**config.mk**
```make
export PLATFORM = sky130hd
export DESIGN_NAME = ahbl_to_apb
export DESIGN_NICKNAME = d
export VERILOG_FILES = /design/src/rtl/ahbl_apb_pkg.sv /design/src/rtl/ahbl_to_apb.sv
export SDC_FILE = /design/constraint.sdc
export NUM_CORES = 1
export LEC_CHECK = 0
export ABC_AREA = 1
export BUFFER_PORTS_ARGS = -buffer_cell sky130_fd_sc_hd__buf_4
export CAP_MARGIN = 20
export CELL_PAD_IN_SITES_DETAIL_PLACEMENT = 1
export CELL_PAD_IN_SITES_GLOBAL_PLACEMENT = 2
export CORE_UTILIZATION = 14
export DETAILED_ROUTE_END_ITERATION = 16
export GPL_TIMING_DRIVEN = 0
export PLACE_DENSITY_LB_ADDON = 0.1
export SETUP_SLACK_MARGIN = 0.02
export SYNTH_ARGS = -nofsm -noshare
export SYNTH_HDL_FRONTEND = slang
export SYNTH_SLANG_ARGS = --single-unit
```
**constraint.sdc**
```tcl
create_clock -name clk -period 3.9 [get_ports clk]
set_clock_uncertainty 0.05 [all_clocks]
set_input_delay 0.195 -clock clk [delete_from_list [all_inputs] [get_ports clk]]
set_output_delay 0.195 -clock clk [all_outputs]
set_load 0.01 [all_outputs]
```
**src/rtl/ahbl_apb_pkg.sv**
```systemverilog
// ahbl_apb_pkg: shared constants for the AHB-Lite to APB bridge.
//   - apb_state_e : bridge FSM states (2-bit encoding)
//   - HTRANS_*    : AHB transfer type codes
//   - HRESP_*     : AHB response codes
package ahbl_apb_pkg;

  typedef enum logic [1:0] {
    StIdle   = 2'd0,
    StSetup  = 2'd1,
    StAccess = 2'd2,
    StErr    = 2'd3
  } apb_state_e;

  localparam logic [1:0] HTRANS_IDLE   = 2'b00;
  localparam logic [1:0] HTRANS_BUSY   = 2'b01;
  localparam logic [1:0] HTRANS_NONSEQ = 2'b10;
  localparam logic [1:0] HTRANS_SEQ    = 2'b11;

  localparam logic HRESP_OKAY  = 1'b0;
  localparam logic HRESP_ERROR = 1'b1;

endpackage

```
**src/rtl/ahbl_to_apb.sv**
```systemverilog
// ahbl_to_apb: AHB-Lite slave to single APB master bridge.
// One APB transfer per AHB transfer; AHB wait states are held until APB completes, and
// pslverr becomes a two-cycle AHB ERROR response.
//
// Optional build macro AHBL_TO_APB_TIMEOUT_EN: an ACCESS-phase watchdog that turns an APB
// transfer stalled for TIMEOUT_CYCLES cycles into an AHB ERROR. Undefined by default.
//
// Ports:
//   clk, rst            : clock, synchronous active-high reset
//   ahbls_hready        : bus-wide hready (input)
//   ahbls_hready_resp   : this slave's hready
//   ahbls_hresp         : 0 OKAY, 1 ERROR
//   ahbls_haddr/hwrite/htrans/hsize : address phase (hsize ignored)
//   ahbls_hwdata/hrdata : data phase
//   apbm_*              : APB master port
module ahbl_to_apb
  import ahbl_apb_pkg::*;
#(
  parameter int unsigned W_HADDR        = 32,
  parameter int unsigned W_PADDR        = 16,
  parameter int unsigned W_DATA         = 32,
  parameter int unsigned TIMEOUT_CYCLES = 255
) (
  input  logic               clk,
  input  logic               rst,
  input  logic               ahbls_hready,
  output logic               ahbls_hready_resp,
  output logic               ahbls_hresp,
  input  logic [W_HADDR-1:0] ahbls_haddr,
  input  logic               ahbls_hwrite,
  input  logic [1:0]         ahbls_htrans,
  input  logic [2:0]         ahbls_hsize,
  input  logic [W_DATA-1:0]  ahbls_hwdata,
  output logic [W_DATA-1:0]  ahbls_hrdata,
  output logic [W_PADDR-1:0] apbm_paddr,
  output logic               apbm_psel,
  output logic               apbm_penable,
  output logic               apbm_pwrite,
  output logic [W_DATA-1:0]  apbm_pwdata,
  input  logic               apbm_pready,
  input  logic [W_DATA-1:0]  apbm_prdata,
  input  logic               apbm_pslverr
);

  if (TIMEOUT_CYCLES < 1) begin : g_param_check
    $error("TIMEOUT_CYCLES must be >= 1");
  end

  apb_state_e           state_q, state_d;
  logic [W_PADDR-1:0]   paddr_q, paddr_d;
  logic                 pwrite_q, pwrite_d;
  logic                 psel_q, psel_d;
  logic                 penable_q, penable_d;

  logic accept;
  logic timeout;
  logic pready_eff;
  logic pslverr_eff;

  // hsize, upper address bits and htrans[0] carry no information for this bridge.
  logic unused_ok;
  assign unused_ok = ^{ahbls_hsize, ahbls_haddr[W_HADDR-1:W_PADDR], ahbls_htrans[0]};

  assign accept = ahbls_hready && ahbls_htrans[1];

`ifdef AHBL_TO_APB_TIMEOUT_EN
  localparam int unsigned CntW = $clog2(TIMEOUT_CYCLES + 1);
  logic [CntW-1:0] cnt_q, cnt_d;

  // Counts stalled ACCESS cycles already seen; fires on the TIMEOUT_CYCLES-th stalled one.
  assign timeout = (state_q == StAccess) && !apbm_pready &&
                   (cnt_q == CntW'(TIMEOUT_CYCLES - 1));

  always_comb begin
    cnt_d = '0;
    if (state_q == StAccess && !apbm_pready) cnt_d = cnt_q + CntW'(1);
  end

  always_ff @(posedge clk) begin
    if (rst) cnt_q <= '0;
    else     cnt_q <= cnt_d;
  end
`else
  assign timeout = 1'b0;
`endif

  // A timeout masquerades as an APB error completion.
  assign pready_eff  = apbm_pready || timeout;
  assign pslverr_eff = apbm_pslverr || timeout;

  always_comb begin
    state_d           = state_q;
    paddr_d           = paddr_q;
    pwrite_d          = pwrite_q;
    ahbls_hready_resp = 1'b1;
    ahbls_hresp       = HRESP_OKAY;
    unique case (state_q)
      StIdle: begin
        if (accept) state_d = StSetup;
      end
      StSetup: begin
        ahbls_hready_resp = 1'b0;
        state_d           = StAccess;
      end
      StAccess: begin
        if (!pready_eff) begin
          ahbls_hready_resp = 1'b0;
        end else if (pslverr_eff) begin
          ahbls_hready_resp = 1'b0;
          ahbls_hresp       = HRESP_ERROR;
          state_d           = StErr;
        end else begin
          state_d = accept ? StSetup : StIdle;
        end
      end
      StErr: begin
        ahbls_hresp = HRESP_ERROR;
        state_d     = accept ? StSetup : StIdle;
      end
      default: state_d = StIdle;
    endcase
    // Address is captured only when a new data phase actually starts.
    if (state_d == StSetup) begin
      paddr_d  = ahbls_haddr[W_PADDR-1:0];
      pwrite_d = ahbls_hwrite;
    end
    psel_d    = (state_d == StSetup) || (state_d == StAccess);
    penable_d = (state_d == StAccess);
  end

  always_ff @(posedge clk) begin
    if (rst) begin
      state_q   <= StIdle;
      paddr_q   <= '0;
      pwrite_q  <= 1'b0;
      psel_q    <= 1'b0;
      penable_q <= 1'b0;
    end else begin
      state_q   <= state_d;
      paddr_q   <= paddr_d;
      pwrite_q  <= pwrite_d;
      psel_q    <= psel_d;
      penable_q <= penable_d;
    end
  end

  assign apbm_paddr   = paddr_q;
  assign apbm_pwrite  = pwrite_q;
  assign apbm_psel    = psel_q;
  assign apbm_penable = penable_q;
  assign apbm_pwdata  = ahbls_hwdata;
  assign ahbls_hrdata = apbm_prdata;

endmodule
```
==> results.yml, run 1 <==
floorplanning:
  die_w_um: 101.2
  die-area_um2: 10230
  initial_core_util_pct: 14.69
  boundaryPins: 192
  num_rows: 35
  core_area_um2: 9371
  die_h_um: 101.2
detailed_routing:
  wl_um: 4070
  vias_per_cell: 3.355
  first_pass_iters: 2
  ant_nets: 0
  drc: 0
  wl_per_cell_um: 9.951
  drt_iter0_drc: 24
  vias: 1372
worst_setup_path:
  cp-startpoint: "state_q[1]$_SDFF_PP0_"
  r2r_end: "apbm_paddr[14]$_SDFFE_PP0N_"
  endpoint_kind: "flip-flop"
  crit_arrival_ps: 1720
  startpoint_type: "flip-flop"
  r2r_cells: 12
  crit_fanout: 10
  crit_required_ps: 4050
  crit_type: "reg -> reg"
  r2r-start: "state_q[1]$_SDFF_PP0_"
  crit_path_end: "apbm_paddr[14]$_SDFFE_PP0N_"
  r2r_slack_ps: 2330
global_route:
  grt_pass1_vias: 1217
  grt_pass1_wl_um: 5616
  gr-total-overflow: 0
  grt_max_degree: 12
  antenna_found_initial: 0
  grt_use_total_pct: 7.171
synth:
  yosys_warnings: 0
  ys_seq_elements: 21
  synth.distinct_cells: 15
  synth_area_um2: 1376
  yosysSeqAreaShare_pct: 30.55
  synth_nets: 278
  syn_area_per_cell_um2: 8.144
  syn_inst: 169
timing:
  fin_crit_sh_pct: 40.23
  slew_headroom_pct: 82.09
  setup_violations: 0
  period_needed_ps: 1569
  fmax_ghz: 0.6374
  setup-tns-final_ps: 0
  drv_slew: 0
  worst_pin_slew_ps: 268.6
  hold_violations: 0
  rsz0062_at_grt: "no"
layout:
  utilization_pct: 25.46
  drive_above_1_share_pct: 72.14
  syn2layout_area_growth_pct: 73.36
  nets: 390
  n_fill_cell: 1174
  n_antenna_cell: 0
power:
  peakVddDrop_mv: 0.09068
  p_clk_share_pct: 23.8
  seqPwrFrac_pct: 38.5
  internal_power_mw: 0.4408
  combPwrFrac_pct: 37.7
  power.switching_mw: 0.1796
  p_leak_nw: 1.213
  swShare_pct: 28.95
  power_density_nw_per_um2: 260.0
clock_network:
  cts_tree: "done"
  cts_setup_buffers: 0
  path_clk_slew_ps: 80
  cts_buffers: 3
  cts_hold_buf: 0
  clockBufferDepth: 2
  cts_resized: 0
  cts_sinks: 21
  cts_root_buf: "clkbuf_8"
  cts_max_level: 1
  clk_latency_ps: 260
placement:
  place_hpwl_um: 3412
  gp_congestion: 0.6503
  io_buffer_count: 107
worst_hold_path:
  hold_class: "in -> reg"
run:
  drv_cap: 0
status:
  outcome: "completed"
worst max-delay path, cell delays in order, from the launching register on:
cell     delay [ps]
dfxtp_1         320
inv_1            80
nor2_1           50
nand2_1          80
nand2_1          70
nand2_2          90
inv_1            50
ha_1            200
buf_6           150
inv_8            80
buf_12          140
nand2_2          60
a21oi_2         100
placed cells by master, fill, tap and decap left out, drive strengths merged:
cell type	instances
buf	176
nand2	43
dfxtp	21
a21oi	18
inv	10
nor2	5
clkbuf	4
ha	2
nand3	1
worst min-delay path by stage:
stage | depth (start not counted) | startpoint | to
floorplan | 1 | rst | apbm_paddr[0]$_SDFFE_PP0N_
global placement | 2 | rst | apbm_paddr[0]$_SDFFE_PP0N_
detailed placement | 2 | rst | apbm_paddr[0]$_SDFFE_PP0N_
CTS | 2 | rst | apbm_paddr[0]$_SDFFE_PP0N_
global route | 2 | rst | apbm_paddr[0]$_SDFFE_PP0N_
finish | 2 | rst | apbm_paddr[0]$_SDFFE_PP0N_
flip-flops by register name (all words and copies together) (netlist names):
register and cells:
state_q 2, apbm_paddr 16, apbm_penable 1, apbm_pwrite 1, apbm_psel 1
stage by stage:
step                worst slack [ps]  std cells  power (mW)  cell area, um2  hold slack, ps
finish                          2331        409      0.6205            2386           43.71
global route                    2145        409      0.6677            2386           30.20
CTS                             2276        409      0.6428            2386           33.64
detailed placement              2296        405      0.4841            2341           326.4
global placement                2286        405      0.4838            2341           324.1
floorplan                       2475        169      0.3750            1376           214.1
power groups by stage:
stage / Clock (mW) / Sequential [mW] / Combinational [mW]
after floorplan: 0 / 0.249 / 0.126
after global placement: 0 / 0.244 / 0.240
after detailed placement: 0 / 0.244 / 0.240
after CTS: 0.163 / 0.239 / 0.241
after global routing: 0.171 / 0.241 / 0.256
final: 0.148 / 0.239 / 0.234
metal layers:
metal | global-route usage [%] | routed length, um | vias up
li1 | - | - | 671
met2 | 12.40 | 1939 | 101
met1 | 8.347 | 1564 | 598
met5 | 0 | 0 | -
met4 | 3.344 | 46 | 0
met3 | 1.725 | 519 | 2
area by class of cell:
class                           count  area (um2)  share of cell area, %
Timing Repair Buffer              107       803.3                  33.67
Buffer                             69       533.0                  22.34
Sequential cell                    21       420.4                  17.62
Multi-Input combinational cell     69       377.9                  15.84
Tap cell                          129       161.4                  6.765
Clock buffer                        4       45.04                  1.888
Inverter                           10       45.04                  1.888
cell usage after synthesis:
cell	count	share of area, %
a21oi_1	8	2.9
a21oi_2	10	6.4
buf_12	1	1.5
buf_2	2	0.73
buf_4	64	35
buf_6	2	1.6
dfxtp_1	21	31
ha_1	2	1.8
inv_1	9	2.5
inv_8	1	0.82
nand2_1	31	8.5
nand2_2	10	4.5
nand2_4	2	1.6
nand3_1	1	0.36
nor2_1	5	1.4
logic make-up (layout without fill, tap and decap cells):
kind of cell,count (synthesis),count (layout),synth area share [%]
compound gates,18,18,9.273
fa+ha+maj,2,2,1.818
buf+inv,79,190,42.00
flops,21,21,30.55
simple gates,49,49,16.36
Power figures use the tool's default switching activity.
==> run 2: changes to the inputs <==
--- a/config.mk
+++ b/config.mk
@@ -5,12 +5,12 @@
 export SDC_FILE = /design/constraint.sdc
 export NUM_CORES = 1
 export LEC_CHECK = 0
-export ABC_AREA = 1
+export ABC_AREA = 0
 export BUFFER_PORTS_ARGS = -buffer_cell sky130_fd_sc_hd__buf_4
 export CAP_MARGIN = 20
 export CELL_PAD_IN_SITES_DETAIL_PLACEMENT = 1
 export CELL_PAD_IN_SITES_GLOBAL_PLACEMENT = 2
-export CORE_UTILIZATION = 14
+export CORE_UTILIZATION = 13
 export DETAILED_ROUTE_END_ITERATION = 16
 export GPL_TIMING_DRIVEN = 0
 export PLACE_DENSITY_LB_ADDON = 0.1
==> constraint.sdc (replaced) <==
create_clock -name clk -period 1.5 [get_ports clk]
set_clock_uncertainty 0.05 [all_clocks]
set_input_delay 0.075 -clock clk [delete_from_list [all_inputs] [get_ports clk]]
set_output_delay 0.075 -clock clk [all_outputs]
set_load 0.01 [all_outputs]
==> run 2 against run 1 <==
The run now ends with setup timing left; synthesized area shrank 6.5%; design area up 7.1%; non-clock buffer count is 16 higher; power increased to 2.6 times the previous value; sequential power grew to 2.6 times the previous value; flip-flop and latch count stayed put; synthesized cell count decreased by 17%; worst hold slack got worse by 41 ps; largest power group is now combinational logic.
==> results.yml, run 2 <==
placement:
  dp.cells: 377
  io_buffer_count: 107
  gp_congestion: 0.5772
  place_hpwl_um: 3163
global_route:
  antenna_found_initial: 0
  gr-total-overflow: 0
  grt_pass1_wl_um: 5257
  grt_pass1_vias: 1119
  grt_use_total_pct: 6.580
  grt_max_degree: 12
power:
  p_total_mw: 1.628
  power_density_nw_per_um2: 637.1
  p_leak_nw: 1.280
  peakVddDrop_mv: 0.2090
timing:
  fin_crit_sh_pct: 113.2
  setup_violations: 17
  fin_ws_ps: -198.3
  hold_violations: 0
  fmax_ghz: 0.5888
  worst_pin_slew_ps: 487.4
  drv_slew: 0
  period_needed_ps: 1698
  slew_headroom_pct: 67.50
  rsz0062_at_grt: "yes"
synth:
  synth_top_area_share_pct: 38.48
  synth_ff_type: "dfxtp_1"
  synthArstFlopShare_pct: 0
  yosys.area.top_type: "buf_4"
  syn_area_per_cell_um2: 9.131
  syn_inst: 141
  yosysMostFrequentCell: "buf_4"
  synth_nets: 250
  yosysSeqAreaShare_pct: 32.65
  synthTopCellsByCount: "66 x buf_4, 21 x dfxtp_1, 20 x nor2_1"
  synth_area_um2: 1287
  synth-edff-count: 0
  synth.distinct_cells: 16
  yosys_warnings: 0
  ys_seq_elements: 21
  yosys-top-cells-area: "buf_4 38%, dfxtp_1 33%, mux2i_1 13%"
layout:
  final_cell_mix: "172 x buf_4, 20 x nor2_1, 20 x dfxtp_1"
  final_common_cell: "buf_4"
  drive_above_1_share_pct: 69.52
  final_cells: 398
  largest_register_ffs: 16
  nets: 379
  n_fill_cell: 1144
  syn2layout_area_growth_pct: 98.45
  n_antenna_cell: 0
worst_setup_path:
  r2r_end: "apbm_paddr[4]$_SDFFE_PP0N_"
  worst-path-buf-inv: 2
  r2r-start: "state_q[0]$_SDFF_PP0_"
  crit_required_ps: 1590
  endpoint_kind: "flip-flop"
  crit_arrival_ps: 1790
  r2r_slack_ps: -200
  crit_family: "compound AO/OA/AOI/OAI gates"
  startpoint_type: "flip-flop"
  cpPeakStageDelay_ps: 360
  crit_chain: "o2111a_1 -> a211oi_4 -> inv_2 -> ha_4 -> buf_8 -> mux2i_2 -> nor2_1"
  crit_fanout: 7
  r2r_cells: 7
  crit_slowest_cell: "dfxtp_4"
  crit_type: "reg -> reg"
worst_hold_path:
  whs_path_depth: 3
  hold_class: "in -> reg"
  holdCritStartpoint: "ahbls_haddr[8]"
  hold_end: "apbm_paddr[8]$_SDFFE_PP0N_"
detailed_routing:
  drt_iter0_drc: 5
  wl_per_cell_um: 10.02
  vias_per_cell: 3.327
  drc: 0
  ant_nets: 0
  vias: 1324
  first_pass_iters: 4
  wl_um: 3986
floorplanning:
  boundaryPins: 192
  die_h_um: 101.5
  num_rows: 35
  initial_core_util_pct: 13.67
  die-area_um2: 10310
  die_w_um: 101.5
  core_area_um2: 9415
clock_network:
  cts_max_level: 1
  cts_buffers: 3
  clk_latency_ps: 260
  cts_tree: "done"
  path_clk_slew_ps: 80
  cts_root_buf: "clkbuf_8"
  clockBufferDepth: 2
  cts_sinks: 21
status:
  violations: "setup timing"
  outcome: "finished with violations"
run:
  drv_cap: 0
run 2: changes by cell type in the layout (fill, tap and decap cells not counted), sizes merged, moves of 8 or more:
| cell | before | now |
|---|---|---|
| inv | 10 | 2 |
| mux2i | 0 | 17 |
| nor2 | 5 | 20 |
| dlygate4sd3 | 0 | 15 |
| nand2 | 43 | 0 |
| a21oi | 18 | 2 |
run 2: cell type report:
class	instances	area [um2]	share of cell area, %
multi-input cells	50	405.4	15.87
plain buffers	67	508.0	19.88
flip-flops and latches	21	424.2	16.60
well taps	129	161.4	6.317
repair buffers	125	1003	39.28
clock buffers	4	45.04	1.763
inverters	2	7.507	0.2938
run 2: through the flow:
step	TNS (ps)	utilization (%)	worst slack, ps	hold WS [ps]	instance area [um2]
finish	-3001	27.14	-198.3	2.809	2555
global placement	-5499	24.08	-397.7	215.2	2267
CTS	-5402	26.96	-328.8	0.07100	2539
detailed placement	-5519	24.08	-410.3	217.7	2267
floorplan	-1728	-	-160.5	96.61	1303
global route	-4635	27.14	-295.3	21.27	2555
run 2: worst reg2reg max path: stages, from the launching register on:
cell      delay, ps
dfxtp_4         360
o2111a_1        270
a211oi_4        260
inv_2            70
ha_4            200
buf_8           150
mux2i_2         160
nor2_1           50
run 2: cell families after synthesis:
logic type | count (synthesis) | synth area share [%]
buffers and inverters | 70 | 39.65
and+or+nand+nor | 26 | 9.330
DFF | 21 | 32.65
muxes | 17 | 13.22
AOI/OAI and AO/OA | 5 | 3.207
adders and majority gates | 2 | 1.943
run 2: how the worst max path moves through the flow:
stage          slack [ps]                   from  depth (start not counted)                           to
6_report             -200  state_q[0]$_SDFF_PP0_                          7   apbm_paddr[4]$_SDFFE_PP0N_
5_1_grt              -300  state_q[0]$_SDFF_PP0_                          7  apbm_paddr[10]$_SDFFE_PP0N_
2_1_floorplan        -160  state_q[0]$_SDFF_PP0_                          8  apbm_paddr[10]$_SDFFE_PP0N_
3_3_place_gp         -400  state_q[1]$_SDFF_PP0_                          8   apbm_paddr[9]$_SDFFE_PP0N_
4_1_cts              -330  state_q[0]$_SDFF_PP0_                          8  apbm_paddr[10]$_SDFFE_PP0N_
3_5_place_dp         -410  state_q[1]$_SDFF_PP0_                          8   apbm_paddr[7]$_SDFFE_PP0N_
run 2: power breakdown:
group	switching [mW]	internal, mW
Clock	0.194	0.189
Sequential	0.0195	0.592
Combinational	0.229	0.404
run 2: metal layers:
metal / track usage [%] / up-vias / routed length [um]
li1: - / 640 / -
met5: 0 / - / 0
met3: 1.380 / 4 / 453
met2: 10.65 / 105 / 1919
met4: 3.344 / 0 / 53
met1: 8.226 / 575 / 1559
run 2: timing repair:
item | in CTS | in global routing
buffers inserted | 2 | 0
hold buffers | 15 | 0
pin swaps | 1 | 3
cloned | 1 | 0
setup endpoints to repair | 17 | 18
endpoints found under the hold margin | 15 | 0
resized for setup | 9 | 6
